$ cat src/rtl/descrambler_sync_if.sv
// rtl/descrambler_sync_if.sv - descrambler sequencer handshake and status bundle
interface descrambler_sync_if #(
    parameter int WS = 7
);
    logic          i_valid;
    logic          o_ce;
    logic          o_desc_reset;
    logic [WS-1:0] i_desc_word;
    logic          i_frame_err;
    logic          i_resync;
    logic          o_valid;
    logic [WS-1:0] o_word;
    logic          o_locked;
    logic          o_lock_lost;
    logic [1:0]    o_state;

    modport slave (
        input  i_valid, i_desc_word, i_frame_err, i_resync,
        output o_ce, o_desc_reset, o_valid, o_word, o_locked, o_lock_lost, o_state
    );

    modport master (
        output i_valid, i_desc_word, i_frame_err, i_resync,
        input  o_ce, o_desc_reset, o_valid, o_word, o_locked, o_lock_lost, o_state
    );
endinterface

$ cat src/rtl/descrambler_sync.sv
// rtl/descrambler_sync.sv - flush/search/lock sequencer for the receive descrambler
module descrambler_sync #(
    parameter int            WS         = 7,
    parameter int            LN         = 31,
    parameter logic [WS-1:0] IDLE       = '0,
    parameter int            LOCK_WORDS = 8,
    parameter int            LOSS_ERRS  = 4,
    parameter int            WINDOW     = 64
) (
    input  logic               i_clk,
    input  logic               i_reset,
    descrambler_sync_if.slave  bus
);
    localparam int FLUSH_WORDS = (LN + WS - 1) / WS;
    localparam int FW = $clog2(FLUSH_WORDS + 1);
    localparam int MW = $clog2(LOCK_WORDS + 1);
    localparam int EW = $clog2(LOSS_ERRS + 1);
    localparam int WW = $clog2(WINDOW + 1);

    localparam logic [FW-1:0] F_LAST = FW'(FLUSH_WORDS - 1);
    localparam logic [FW-1:0] F_MAX  = FW'(FLUSH_WORDS);
    localparam logic [MW-1:0] M_LAST = MW'(LOCK_WORDS - 1);
    localparam logic [MW-1:0] M_MAX  = MW'(LOCK_WORDS);
    localparam logic [EW-1:0] E_LAST = EW'(LOSS_ERRS - 1);
    localparam logic [EW-1:0] E_MAX  = EW'(LOSS_ERRS);
    localparam logic [WW-1:0] W_LAST = WW'(WINDOW - 1);
    localparam logic [WW-1:0] W_MAX  = WW'(WINDOW);

    typedef enum logic [1:0] {
        ST_FLUSH  = 2'd0,
        ST_SEARCH = 2'd1,
        ST_LOCKED = 2'd2
    } state_t;

    state_t        r_state, w_state_nxt;
    logic [FW-1:0] r_fcnt, w_fcnt_nxt;
    logic [MW-1:0] r_mcnt, w_mcnt_nxt;
    logic [EW-1:0] r_ecnt, w_ecnt_nxt, w_ecnt_base;
    logic [WW-1:0] r_wcnt, w_wcnt_nxt;
    logic          r_dv;
    logic          r_desc_reset;
    logic          r_valid;
    logic          r_lock_lost;
    logic [WS-1:0] r_word;
    logic          w_go_flush;
    logic          w_lost;
    logic          w_ce;

    // Words arriving while the descrambler is held in reset are discarded.
    assign w_ce = bus.i_valid & ~r_desc_reset;

    always_comb begin
        w_state_nxt = r_state;
        w_fcnt_nxt  = r_fcnt;
        w_mcnt_nxt  = r_mcnt;
        w_ecnt_nxt  = r_ecnt;
        w_wcnt_nxt  = r_wcnt;
        w_ecnt_base = r_ecnt;
        w_go_flush  = 1'b0;
        w_lost      = 1'b0;

        case (r_state)
            ST_FLUSH: begin
                if (r_dv) begin
                    if (r_fcnt != F_MAX) w_fcnt_nxt = r_fcnt + FW'(1);
                    if (r_fcnt == F_LAST) begin
                        w_state_nxt = ST_SEARCH;
                        w_mcnt_nxt  = '0;
                    end
                end
            end
            ST_SEARCH: begin
                if (r_dv) begin
                    if (bus.i_desc_word == IDLE) begin
                        if (r_mcnt != M_MAX) w_mcnt_nxt = r_mcnt + MW'(1);
                        if (r_mcnt == M_LAST) begin
                            w_state_nxt = ST_LOCKED;
                            w_ecnt_nxt  = '0;
                            w_wcnt_nxt  = '0;
                        end
                    end else begin
                        w_mcnt_nxt = '0;
                    end
                end
            end
            ST_LOCKED: begin
                // A window wrap clears the count before a same-cycle error is added.
                if (r_dv) begin
                    if (r_wcnt == W_LAST) begin
                        w_wcnt_nxt  = '0;
                        w_ecnt_base = '0;
                    end else if (r_wcnt != W_MAX) begin
                        w_wcnt_nxt = r_wcnt + WW'(1);
                    end
                end
                w_ecnt_nxt = w_ecnt_base;
                if (bus.i_frame_err) begin
                    if (w_ecnt_base != E_MAX) w_ecnt_nxt = w_ecnt_base + EW'(1);
                    if (w_ecnt_base == E_LAST) begin
                        w_go_flush = 1'b1;
                        w_lost     = 1'b1;
                    end
                end
            end
            default: begin
                w_state_nxt = ST_FLUSH;
            end
        endcase

        if (bus.i_resync) begin
            w_go_flush = 1'b1;
            w_lost     = (r_state == ST_LOCKED);
        end

        if (w_go_flush) begin
            w_state_nxt = ST_FLUSH;
            w_fcnt_nxt  = '0;
            w_mcnt_nxt  = '0;
            w_ecnt_nxt  = '0;
            w_wcnt_nxt  = '0;
        end
    end

    always_ff @(posedge i_clk or posedge i_reset) begin
        if (i_reset) begin
            r_state      <= ST_FLUSH;
            r_fcnt       <= '0;
            r_mcnt       <= '0;
            r_ecnt       <= '0;
            r_wcnt       <= '0;
            r_dv         <= 1'b0;
            r_desc_reset <= 1'b1;
            r_valid      <= 1'b0;
            r_lock_lost  <= 1'b0;
            r_word       <= '0;
        end else begin
            r_state      <= w_state_nxt;
            r_fcnt       <= w_fcnt_nxt;
            r_mcnt       <= w_mcnt_nxt;
            r_ecnt       <= w_ecnt_nxt;
            r_wcnt       <= w_wcnt_nxt;
            r_dv         <= w_ce;
            r_desc_reset <= w_go_flush;
            r_lock_lost  <= w_lost;
            r_valid      <= r_dv && (r_state == ST_LOCKED) && !w_go_flush;
            if (r_dv && (r_state == ST_LOCKED) && !w_go_flush) r_word <= bus.i_desc_word;
        end
    end

    assign bus.o_ce         = w_ce;
    assign bus.o_desc_reset = r_desc_reset;
    assign bus.o_valid      = r_valid;
    assign bus.o_word       = r_word;
    assign bus.o_locked     = (r_state == ST_LOCKED);
    assign bus.o_lock_lost  = r_lock_lost;
    assign bus.o_state      = r_state;
endmodule

$ cat src/flat_wrapper.sv
// flat-port wrapper written by rule: the top's interface ports become plain ports
module descrambler_sync_flat 
#(
    parameter int            WS         = 7,
    parameter int            LN         = 31,
    parameter logic [WS-1:0] IDLE       = '0,
    parameter int            LOCK_WORDS = 8,
    parameter int            LOSS_ERRS  = 4,
    parameter int            WINDOW     = 64
)
  (i_clk, i_reset, bus_i_valid, bus_i_desc_word, bus_i_frame_err, bus_i_resync, bus_o_ce, bus_o_desc_reset, bus_o_valid, bus_o_word, bus_o_locked, bus_o_lock_lost, bus_o_state);
  descrambler_sync_if #(.WS(WS)) bus_i ();
  input  logic i_clk;
  input  logic i_reset;
  input wire logic [$bits(bus_i.i_valid)-1:0] bus_i_valid;
  input wire logic [$bits(bus_i.i_desc_word)-1:0] bus_i_desc_word;
  input wire logic [$bits(bus_i.i_frame_err)-1:0] bus_i_frame_err;
  input wire logic [$bits(bus_i.i_resync)-1:0] bus_i_resync;
  output wire logic [$bits(bus_i.o_ce)-1:0] bus_o_ce;
  output wire logic [$bits(bus_i.o_desc_reset)-1:0] bus_o_desc_reset;
  output wire logic [$bits(bus_i.o_valid)-1:0] bus_o_valid;
  output wire logic [$bits(bus_i.o_word)-1:0] bus_o_word;
  output wire logic [$bits(bus_i.o_locked)-1:0] bus_o_locked;
  output wire logic [$bits(bus_i.o_lock_lost)-1:0] bus_o_lock_lost;
  output wire logic [$bits(bus_i.o_state)-1:0] bus_o_state;
  assign bus_i.i_valid = bus_i_valid;
  assign bus_i.i_desc_word = bus_i_desc_word;
  assign bus_i.i_frame_err = bus_i_frame_err;
  assign bus_i.i_resync = bus_i_resync;
  assign bus_o_ce = bus_i.o_ce;
  assign bus_o_desc_reset = bus_i.o_desc_reset;
  assign bus_o_valid = bus_i.o_valid;
  assign bus_o_word = bus_i.o_word;
  assign bus_o_locked = bus_i.o_locked;
  assign bus_o_lock_lost = bus_i.o_lock_lost;
  assign bus_o_state = bus_i.o_state;
  descrambler_sync #(.WS(WS), .LN(LN), .IDLE(IDLE), .LOCK_WORDS(LOCK_WORDS), .LOSS_ERRS(LOSS_ERRS), .WINDOW(WINDOW)) u_core (.i_clk(i_clk), .i_reset(i_reset), .bus(bus_i));
endmodule
$ cat config.mk
export PLATFORM = sky130hd
export DESIGN_NAME = descrambler_sync_flat
export DESIGN_NICKNAME = d
export VERILOG_FILES = /design/src/rtl/descrambler_sync_if.sv /design/src/rtl/descrambler_sync.sv /design/src/flat_wrapper.sv
export SDC_FILE = /design/constraint.sdc
export NUM_CORES = 1
export LEC_CHECK = 0
export ABC_AREA = 0
export CAP_MARGIN = 10
export CORE_ASPECT_RATIO = 1.4
export CORE_MARGIN = 1.5
export CORE_UTILIZATION = 45
export CTS_CLUSTER_DIAMETER = 60
export DETAILED_ROUTE_END_ITERATION = 8
export PLACE_DENSITY = 0.7
export SLEW_MARGIN = 20
export SYNTH_ARGS = -nofsm -noshare
export SYNTH_HDL_FRONTEND = slang
export SYNTH_SLANG_ARGS = --single-unit
$ cat constraint.sdc
create_clock -name i_clk -period 3.45 [get_ports i_clk]
set_clock_uncertainty 0.2 [all_clocks]
set_input_delay 0.345 -clock i_clk [delete_from_list [all_inputs] [get_ports i_clk]]
set_output_delay 0.345 -clock i_clk [all_outputs]
set_load 0.01 [all_outputs]
# --- Word level (Yosys, flattened, before mapping) ---
# Cells that the tools add are included.
op_classes:
  addsub: 4
  n_eq_ne: 19
  n_mux: 41
  bitwise_logic: 2
  reduce_logical: 15
op_table:
  columns: ["operator", "n"]
  rows:
  - ["$mux W7", 7]
  - ["$mux W3", 13]
  - ["$mux W4", 6]
  - ["$ne A3 B1 Y1 const B", 6]
  - ["$pmux W7 S2", 1]
  - ["$mux W2", 6]
  - ["$reduce_and A6 Y1", 2]
  - ["$pmux W4 S2", 1]
  - ["$add A7 B1 Y7 const B", 1]
  - ["$eq A7 B6 Y1 const B", 1]
  - ["$logic_not A7 Y1", 1]
  - ["$ne A7 B7 Y1 const B", 1]
  - ["$add A3 B1 Y3 const B", 2]
  - ["$ne A3 B3 Y1 const B", 2]
  - ["$pmux W2 S3", 1]
  - ["$pmux W3 S2", 1]
  - ["$reduce_bool A2 Y1", 3]
  - ["$reduce_bool A3 Y1", 2]
  - ["$mux W1", 5]
  - ["$reduce_and A5 Y1", 1]
  - ["$add A4 B1 Y4 const B", 1]
  - ["$eq A4 B3 Y1 const B", 1]
  - ["$ne A4 B1 Y1 const B", 1]
  - ["$ne A4 B3 Y1 const B", 1]
  - ["13 further kinds", 14]
word_totals:
  ff_bits: 30
  inputBits: 12
  out_inout_bits: 14
  word_cells: 91

# --- Logic depth before layout (Yosys ltp) ---
# Gate-level depths: netlist of the first run.
logic_depth:
  word_depth: 11
  mapped_depth: 12
  ltp_nobuf: 12

# --- Worst setup path after synthesis of the first run ---
# Ideal clock, no wire load.
synth_path:
  path_type: "register -> register"
  start: "register u_core.r_wcnt[0]"
  end: "register u_core.r_mcnt[2]"
  setup_ns: 0.067
  arrival_ns: 3.145
  required_time_ns: 3.183
  path_slack_ns: 0.038
  path_stages_with_launch: 12
  path_buffers: 0
  synth_period_minus_slack_ns: 3.412
  path_cell_list: "dfrtp_1 > ha_1 > nand4_1 > or2_2 > and2_1 > ha_1 > ha_1 > a31oi_4 > clkinv_1 > or4_2 > nor4b_1 > a221o_1"
synth_via:
  elab_chain_cells: 11
  word_cells_on_any_way: 16
  cone_classes: "6 x eq/ne; 8 x mux; 2 x reduce/logical"
synth_rtl:
  columns: ["element", "line", "source"]
  rows:
  - ["start, declared", "descrambler_sync.sv:39", "logic [WW-1:0] r_wcnt, w_wcnt_nxt;"]
  - ["start signal, assigned", "descrambler_sync.sv:141", "r_wcnt <= w_wcnt_nxt;"]
  - ["$eq A7 B6 Y1 *", "descrambler_sync.sv:89", "if (r_wcnt == W_LAST) begin"]
  - ["$mux W3 *", "descrambler_sync.sv:89", null]
  - ["$mux W3 *", "descrambler_sync.sv:88", "if (r_dv) begin"]
  - ["$mux W3 *", "descrambler_sync.sv:62", "case (r_state)"]
  - ["$eq A3 B2 Y1 *", "descrambler_sync.sv:99", "if (w_ecnt_base == E_LAST) begin"]
  - ["$mux W1 *", "descrambler_sync.sv:99", null]
  - ["$mux W1 *", "descrambler_sync.sv:97", "if (bus.i_frame_err) begin"]
  - ["$mux W1 *", "descrambler_sync.sv:62", null]
  - ["$mux W1 *", "descrambler_sync.sv:110", "if (bus.i_resync) begin"]
  - ["net u_core.w_go_flush", "descrambler_sync.sv:45", "logic w_go_flush;"]
  - ["$ne A4 B3 Y1 (no source line), or another cell as far along", null, null]
  - ["$reduce_and A5 Y1 (no source line)", null, null]
  - ["end signal, assigned", "descrambler_sync.sv:139", "r_mcnt <= w_mcnt_nxt;"]
  - ["end, declared", "descrambler_sync.sv:37", "logic [MW-1:0] r_mcnt, w_mcnt_nxt;"]
# Mark *: on every way through the listed nets, which the timed path passes. The rest lies on a longest branch. The select of a mux whose other input is x is not followed.
# A chain may end at the register's enable or synchronous reset.

# --- Worst setup path in the final report of the first run ---
layout_path:
  start: "register u_core.r_wcnt[1]"
  end: "register u_core.r_mcnt[2]"
# The elaborated chain is that of the path after synthesis.

==> results.md, run 1 <==
* Yosys top cell by area: dfrtp_1
* Internal at 544 uW
* Final setup vio count at 0
* Placed inst area at 0.00221 mm^2
* CTS Hold Bufs at 0
* Switching Fraction at 0.237
* Max Transition Viols Final at 0
* GRT Util Overall at 0.205
* Ant diodes at 0
* Hold WC Path Type: in2async
* Endpoint class of the critical path: flop
* Core Util, Final at 0.598
* Crit Path Class: reg2reg
* Residual DRC count at 0
* Leak Pwr at 1.04 nW
* TritonCTS clock tree: built
* Sw power at 169 uW
* Routed WL at 4.33 mm
* EDFF count, synth at 0
* HPWL Detailed at 3.24 mm
* Max Cap Viol at 0
* Layout cells sized above 1 at 0.181
* Worst setup margin at 156 ps
* Seq cells post-synth at 30
* Largest cells by area after synthesis: dfrtp_1 (39%), ha_1 (9.4%), mux2_2 (4.2%), inv_1 (3.0%), nand2_1 (2.8%)
* CTS Buffer Depth at 2
* Total CTS buffers at 5
* Sequential Power Share at 0.501
* # rows at 27
* RSZ-0062 raised after global routing: false
* Global route total overflow at 0
* DRT iter0 DRCs at 78
* Most frequent cell after synthesis: dfrtp_1
* Die Span Y at 79.2 um
* Asr flop ratio synth at 1.00
* Placed cell count at 259
* Fmax at 304 MHz
* I/O pin cnt at 26
* Core area at 0.00395 mm^2
* Largest net degree at the start of global routing at 31
* Critical Path Start Type: flop
* Power density cells at 302 mW/mm^2
* Die footprint at 0.00455 mm^2
* Comb power frac at 0.085
* Post-synthesis cell count at 187
* Clk root buf: clkbuf_8
* Final hold vios at 0
* Pwr Total at 714 uW
* Minimum clock period at 3290 ps
* Tcrit/Tclk final at 0.955
* CP arrival at 3310 ps
* VDD IR max at 0.000305 V
* Clock Sinks at 30
* Reg2reg path depth at 11
* DRT antenna net count at 0
* GPL Wtd Cong at 0.895
* First-pass GRT wire length at 7.26 mm
* Non-Filler Instances at 270
* Die Width at 57.4 um
* # H-tree levels at 2
* Avg Cell Area, Syn at 9.98 um^2
* Wire length per cell at 16.0 um
* Measured slew at the worst slew-check pin at 756 ps
* Vias in the first global route at 1653
* Buffers on Ports at 25
* Vias per cell at 5.94
* Clock share of power at 0.414
* Starting Density at 0.472
* Post-synth top flop: dfrtp_1
* Synth Warn # at 0
* Syn_nets at 213
* Clock Pin Slew Worst Setup and Hold Paths at 70 ps
* Worst setup slack after placement at -6.87 ps
* Status: completed
* Initial DRT Pass Iterations at 4
* Critical path fanouts, max at 5
* DR vias at 1604
* Area grow syn2layout at 26.7%
* Post-layout net count at 252
* Distinct cells, synth at 54
* Most frequent cells after synthesis: dfrtp_1 (29), inv_1 (15), ha_1 (14), nand2_1 (14), nor2_1 (8)
* Cell area after layout at 0.00236 mm^2
* Slew HR at 0.491
* Synthesized cell area at 0.00187 mm^2
* Crit path required time at 3470 ps
* Initial antenna violation count at 0
* Worst-Skew Late Latency at 290 ps
* Top-area cell type share of the netlist area at 0.389
* Sequential area share after synthesis at 0.403
power groups by stage:
stage,Combinational [mW],Sequential [mW],Clock [mW]
floorplan,0.0308,0.363,0
global placement,0.0568,0.364,0
detailed placement,0.0589,0.364,0
CTS,0.0595,0.358,0.305
global route,0.0671,0.358,0.324
finish,0.0606,0.358,0.295
final timing paths:
path,end,slack (ps),startpoint
max in group asynchronous,u_core.bus.o_desc_reset,2480,i_reset
min,u_core.bus.o_state[1],240,i_reset
min in group i_clk,u_core.r_ecnt[1],290,u_core.r_ecnt[1]
max reg2reg,u_core.r_mcnt[2],160,u_core.r_wcnt[1]
max,u_core.r_mcnt[2],160,u_core.r_wcnt[1]
min reg2reg,u_core.r_ecnt[1],290,u_core.r_ecnt[1]
registers in the layout, indices dropped and copies added, names as in the netlist:
register / flops
u_core.bus.o_word: 7
u_core.r_wcnt: 7
u_core.r_mcnt: 4
u_core.r_ecnt: 3
u_core.r_fcnt: 3
u_core.bus.o_state: 2
u_core.bus.o_desc_reset: 1
u_core.bus.o_lock_lost: 1
u_core.bus.o_valid: 1
u_core.r_dv: 1
logic make-up after synthesis:
logic type | Yosys count | synth area share
DFF | 30 | 0.403
adders and majority gates | 14 | 0.0938
buffers and inverters | 22 | 0.0496
AOI/OAI and AO/OA | 41 | 0.175
muxes | 12 | 0.0710
xor gates and xnor gates | 2 | 0.00939
and+or+nand+nor | 66 | 0.198
critical path, cell delays in order, from the launching register on:
cell	delay, ps
dfrtp_1	410
ha_2	230
nand4_1	140
or2_2	320
and2_1	180
ha_1	180
ha_1	240
a31oi_4	220
clkinv_1	110
or4_4	570
nor4b_4	290
a221o_1	150
metrics by stage:
step	setup TNS [ps]	hold slack [ps]
global placement	0	284
CTS	-2.70	255
detailed placement	-6.87	282
global route	0	288
floorplan	0	235
finish	0	245
cells in the final DEF, fill, tap and decap left out, drive strengths merged, types with 6 or more instances in the layout:
master and instances:
dfrtp 29, clkdlybuf4s50 25, inv 15, nand2 14
ha 14, buf 13, mux2 10, nor2 8
nand3 6, o21ai 6, clkbuf 6
layer usage:
metal,vias to the layer above,share of wire,global-route usage
li1,764,-,-
met4,0,0.024,0.102
met1,793,0.41,0.228
met3,11,0.029,0.0505
met2,36,0.54,0.356
met5,-,0,0
repair_timing:
item	CTS	global route
buffers inserted	0	3
hold endpoints to repair	0	0
gates resized for setup	1	6
pin swaps	0	1
setup endpoints to repair	1	8
cell type report:
class	count	area, um^2
inverters	16	60.1
repair buffers	38	348
clock inverters	2	12.5
clock buffers	6	82.6
flip-flops and latches	30	753
fillers	327	1590
well taps	43	53.8
multi-input cells	135	1050
(Power assumes the default switching activity.)
==> run 2: changes to the inputs <==
--- a/config.mk
+++ b/config.mk
@@ -12,7 +12,8 @@
 export CORE_UTILIZATION = 45
 export CTS_CLUSTER_DIAMETER = 60
 export DETAILED_ROUTE_END_ITERATION = 8
-export PLACE_DENSITY = 0.7
+export PLACE_DENSITY = 0.68
+export SKIP_CTS_REPAIR_TIMING = 1
 export SLEW_MARGIN = 20
 export SYNTH_ARGS = -nofsm -noshare
 export SYNTH_HDL_FRONTEND = slang
==> constraint.sdc (replaced) <==
create_clock -name i_clk -period 3.5 [get_ports i_clk]
set_clock_uncertainty 0.2 [all_clocks]
set_input_delay 0.35 -clock i_clk [delete_from_list [all_inputs] [get_ports i_clk]]
set_output_delay 0.35 -clock i_clk [all_outputs]
set_load 0.01 [all_outputs]
==> results.md, run 2 (same netlist as run 1, synthesis figures left out) <==
* Ant diodes at 0 (unchanged)
* Final setup vio count at 0 (unchanged)
* Leak Pwr at 1.02 nW (-2.5%)
* Clock Pin Slew Worst Setup and Hold Paths at 70 ps (about the same)
* Measured slew at the worst slew-check pin at 730 ps (-26.1 ps)
* Initial DRT Pass Iterations at 4 (unchanged)
* Met2 global-route usage at 0.384 (+0.0284)
* Slew HR at 0.508 (+0.0176)
* Clock Sinks at 30 (unchanged)
* GPL Wtd Cong at 0.928 (+3.7%)
* VDD IR max at 0.000267 V (-12%)
* Buffers on Ports at 25 (unchanged)
* Final hold slack at 248 ps (+3.77 ps)
* Worst R2R Start: u_core.r_wcnt[1]
* Hold WC Path Type: in2async
* Reg2reg path depth at 13 (+2)
* DRT iter0 DRCs at 70 (-10%)
* Max Cap Viol at 0 (unchanged)
* Wire length per cell at 17.4 um (+8.9%)
* Status: completed
* Final hold vios at 0 (unchanged)
* CTS Buffer Depth at 2 (unchanged)
* Initial antenna violation count at 0 (unchanged)
* Fmax at 299 MHz (-1.4%)
* Largest net degree at the start of global routing at 31 (unchanged)
* # rows at 27 (unchanged)
* Post-layout net count at 246 (-2.4%)
* Area grow syn2layout at 25.4%
* Met3 GRT Util at 0.0407 (-0.00977)
* Crit Path Class: reg2reg
* Die footprint at 0.00455 mm^2 (unchanged)
* Die Width at 57.4 um (unchanged)
* Worst-Skew Late Latency at 280 ps (about the same)
* Commonest non-fill, non-tap cell in the layout: dfrtp_1
* Met1 usage at 0.226 (-0.00278)
* Residual DRC count at 0 (unchanged)
* GRT Util Overall at 0.205 (about the same)
* Layout cells sized above 1 at 0.154 (-0.0268)
* DR vias at 1613 (+0.56%)
* Minimum clock period at 3340 ps (+45.6 ps)
* Core area at 0.00395 mm^2 (unchanged)
* Vias per cell at 6.11 (+2.8%)
* # H-tree levels at 2 (unchanged)
* Routed WL at 4.61 mm (+6.5%)
* Max Transition Viols Final at 0 (unchanged)
* Total CTS buffers at 5 (unchanged)
* I/O pin cnt at 26 (unchanged)
* CP arrival at 3350 ps (+40 ps)
* R2R Setup Slk at 160 ps (about the same)
* Endpoint class of the critical path: flop
* RSZ-0062 raised after global routing: false
* Critical path fanouts, max at 9 (+4)
* Critical Path Start Type: flop
* Vias in the first global route at 1662 (+0.54%)
* Area of the multi-input gates at 0.00105 mm^2 (unchanged)
* Clk root buf: clkbuf_8
* Tcrit/Tclk final at 0.954 (about the same)
* Fill cell count at 343 (+4.9%)
* Global route total overflow at 0 (unchanged)
* GRT Max-Usage Layer: met2
* First-pass GRT wire length at 7.34 mm (+1.1%)
* Most frequent cells in the layout: dfrtp_1 (28), clkdlybuf4s50_1 (25), inv_1 (15)
* Setup TNS at 0 ps (unchanged)
* TritonCTS clock tree: built
* FF-to-FF End: u_core.r_mcnt[3]
* HPWL Detailed at 3.36 mm (+3.5%)
* Starting Density at 0.472 (unchanged)
* DRT antenna net count at 0 (unchanged)
* Crit path required time at 3510 ps (+40 ps)
* Power density cells at 329 mW/mm^2 (+9.0%)
* Die Span Y at 79.2 um (unchanged)
* Sequential cell area at 753 um^2 (unchanged)
==> run 2: cell types whose count changed in the layout (fill, tap and decap cells not counted), sizes merged <==
cell      previous run  this run
buf                 13         7
clkbuf               6         7
clkinvlp             1         0
clkinv               2         1
bufinv               0         1
==> run 2: final cells by class <==
cell class                      count  share of cell area
Multi-Input combinational cell    135               0.451
Sequential cell                    30               0.322
Timing Repair Buffer               32               0.129
Clock buffer                        7              0.0369
Inverter                           16              0.0257
Tap cell                           43              0.0230
Clock inverter                      1              0.0128
==> run 2: worst max path at each step <==
| stage | startpoint | to | slack [ps] | depth (start not counted) |
|---|---|---|---|---|
| final | u_core.r_wcnt[1] | u_core.r_mcnt[3] | 160 | 13 |
| after global routing | u_core.r_wcnt[1] | u_core.bus.o_state[1] | 20 | 13 |
| after CTS | u_core.r_wcnt[0] | u_core.r_mcnt[2] | 40 | 11 |
| after detailed placement | u_core.r_wcnt[0] | u_core.r_mcnt[2] | 70 | 11 |
| after global placement | u_core.r_wcnt[0] | u_core.r_mcnt[2] | 200 | 11 |
| after floorplan | u_core.r_wcnt[0] | u_core.r_mcnt[2] | 90 | 11 |
==> run 2: worst max-delay path, cell delays in order, from the launching register on <==
cell and delay [ps]:
dfrtp_1 420, ha_2 230, nand4_1 120, or2_2 320, and2_1 180, ha_1 190
ha_1 250, a31oi_4 210, clkinv_1 120, buf_4 180, nor4_1 420, buf_4 200
and3_1 150, a211o_1 90
==> run 2: report_power, final <==
part           switching [mW]  internal (mW)  total, mW  leakage, nW
combinational          0.0320         0.0268     0.0588        0.546
sequential            0.00224          0.350      0.352        0.412
clock                   0.127          0.232      0.359       0.0585
total                   0.161          0.609      0.770         1.02
==> run 2: routing by layer <==
layer | up-vias | part of all wire
met4 | 0 | 0.0052
li1 | 750 | -
met3 | 4 | 0.031
met2 | 43 | 0.57
met5 | - | 0
met1 | 816 | 0.39
==> run 2: stage by stage <==
step	power, mW	util	instances	cell area, um^2	worst slack [ps]
after floorplan	0.389	-	187	1870	87.8
after CTS	0.778	0.584	264	2310	38.3
after global routing	0.798	0.592	264	2340	24.8
after detailed placement	0.417	0.554	256	2190	72.9
final	0.770	0.592	264	2340	161
after global placement	0.415	0.554	256	2190	195
==> run 3: changes to the inputs <==
--- a/config.mk
+++ b/config.mk
@@ -6,13 +6,16 @@
 export NUM_CORES = 1
 export LEC_CHECK = 0
 export ABC_AREA = 0
-export CAP_MARGIN = 10
+export CAP_MARGIN = 20
+export CELL_PAD_IN_SITES_DETAIL_PLACEMENT = 0
+export CELL_PAD_IN_SITES_GLOBAL_PLACEMENT = 2
 export CORE_ASPECT_RATIO = 1.4
 export CORE_MARGIN = 1.5
-export CORE_UTILIZATION = 45
+export CORE_UTILIZATION = 34
 export CTS_CLUSTER_DIAMETER = 60
+export CTS_CLUSTER_SIZE = 20
 export DETAILED_ROUTE_END_ITERATION = 8
-export PLACE_DENSITY = 0.68
+export PLACE_DENSITY = 0.78
 export SKIP_CTS_REPAIR_TIMING = 1
 export SLEW_MARGIN = 20
 export SYNTH_ARGS = -nofsm -noshare
==> results.md, run 3 (same netlist as run 1, synthesis figures left out) <==
* Status: completed
* Wire length per cell at 15.9 um (-8.9%)
* Endpoint class of the critical path: flop
* Clock Sinks at 30 (unchanged)
* Hold WC Path Type: in2async
* Buffers on Ports at 25 (unchanged)
* Ant diodes at 0 (unchanged)
* Routed WL at 4.62 mm (+0.39%)
* Global route total overflow at 0 (unchanged)
* First-pass GRT wire length at 7.83 mm (+6.7%)
* Critical Path Slowest Stage Cell: dfrtp_2
* Total CTS buffers at 5 (unchanged)
* RSZ-0062 raised after global routing: false
* Max Transition Viols Final at 0 (unchanged)
* Most frequent cells in the layout: dfrtp_1 (28), clkdlybuf4s50_1 (25), inv_1 (15)
* Power density cells at 324 mW/mm^2 (-1.6%)
* Initial antenna violation count at 0 (unchanged)
* Crit path required time at 3510 ps (about the same)
* Tcrit/Tclk final at 0.929 (-0.0253)
* Pwr Total at 773 uW (+0.42%)
* Leak Pwr at 1.04 nW (+2.4%)
* HPWL Detailed at 3.53 mm (+5.1%)
* Critical Path Start Type: flop
* Largest net degree at the start of global routing at 31 (unchanged)
* Vias per cell at 5.52 (-9.7%)
* Measured slew at the worst slew-check pin at 695 ps (-34.4 ps)
* Die Width at 65.6 um (+14%)
* Worst-Skew Late Latency at 280 ps (about the same)
* DR vias at 1605 (-0.50%)
* Clock Pin Slew Worst Setup and Hold Paths at 70 ps (about the same)
* CTS Buffer Depth at 2 (unchanged)
* Crit path max-delay family: simple AND/OR/NAND/NOR gates
* VDD IR max at 0.000186 V (-30%)
* Vias in the first global route at 1664 (+0.12%)
* CP Buf/Inv Count at 3 (unchanged)
* Crit Path Class: reg2reg
* Core area at 0.00524 mm^2 (+32%)
* Cell mode on critical path: ha_1
* Setup TNS at 0 ps (unchanged)
* Initial DRT Pass Iterations at 4 (unchanged)
* # H-tree levels at 2 (unchanged)
* Clk root buf: clkbuf_8
* TritonCTS clock tree: built
* GRT Util Overall at 0.169 (-0.0365)
* # rows at 31 (+15%)
* DRT iter0 DRCs at 65 (-7.1%)
* Starting Density at 0.357 (-0.116)
* Die Span Y at 90.7 um (+14%)
* Critical path fanouts, max at 9 (unchanged)
* Area grow syn2layout at 27.9%
* CP Cell Sequence: ha_1 -> nand4_1 -> or2_2 -> and2_1 -> ha_1 -> ha_1 -> a31oi_4 -> clkinv_1 -> buf_4 -> nor4_1 -> buf_4 -> and3_1 -> a211o_1
* Fmax at 308 MHz (+2.7%)
* Fill cell count at 540 (+57%)
* CP arrival at 3270 ps (-80 ps)
* Minimum clock period at 3250 ps (-88.6 ps)
* Die footprint at 0.00595 mm^2 (+31%)
* Commonest non-fill, non-tap cell in the layout: dfrtp_1
* Final setup vio count at 0 (unchanged)
* Layout cells sized above 1 at 0.164 (+0.0106)
* GPL Wtd Cong at 0.841 (-9.4%)
* Slew HR at 0.531 (+0.0232)
* Final hold vios at 0 (unchanged)
* Crit-path max cell delay at 410 ps (about the same)
* Residual DRC count at 0 (unchanged)
* Post-layout net count at 250 (+1.6%)
* I/O pin cnt at 26 (unchanged)
* DRT antenna net count at 0 (unchanged)
* Max Cap Viol at 0 (unchanged)
run 3: cell count changes in the layout (fill, tap and decap cells not counted):
cell    change
buf_4       +4
ha_2        -1
nor4_4      -1
nor4_2      +1
ha_1        +1
run 3: final cells by class:
cell class,count,area [um^2],share of cell area
clock buffers,7,86.3,0.0361
repair buffers,36,333,0.139
multi-input cells,135,1040,0.437
clock inverters,1,30.0,0.0126
flip-flops and latches,30,753,0.315
well taps,66,82.6,0.0346
inverters,16,60.1,0.0251
run 3: stage by stage:
step                      cells  hold WS [ps]  utilization  worst slack [ps]  instance area [um^2]
after global placement      282           288        0.428               185                  2240
final                       291           245        0.456               249                  2390
after CTS                   290           267        0.450              49.8                  2360
after detailed placement    282           283        0.428              78.7                  2240
after global routing        291           284        0.456              82.1                  2390
after floorplan             187           240            -              87.8                  1870
run 3: where the power goes:
group | total [mW] | switching (mW) | internal, mW
Clock | 0.362 | 0.130 | 0.232
Combinational | 0.0589 | 0.0313 | 0.0276
Sequential | 0.352 | 0.00240 | 0.350
run 3: routing by layer:
metal / global-route usage / share of wire / up-vias
li1: - / - / 760
met1: 0.196 / 0.40 / 799
met2: 0.287 / 0.54 / 37
met3: 0.0387 / 0.039 / 9
met4: 0.0764 / 0.022 / 0
met5: 0 / 0 / -
run 3: path summary, 6_finish.rpt:
kind,cells past startpoint,slack [ps],start,to
hold reg to reg,1,300,u_core.r_ecnt[1],u_core.r_ecnt[1]
setup reg to reg,13,250,u_core.r_wcnt[0],u_core.r_mcnt[3]
setup / recovery,13,250,u_core.r_wcnt[0],u_core.r_mcnt[3]
hold / removal,3,240,i_reset,u_core.bus.o_word[3]
min in group i_clk,1,300,u_core.r_ecnt[1],u_core.r_ecnt[1]
max in group asynchronous,3,2530,i_reset,u_core.bus.o_desc_reset
run 3: worst min-delay path: stages:
cell and delay, ps:
clkdlybuf4s50_1 390, inv_1 50, buf_4 350
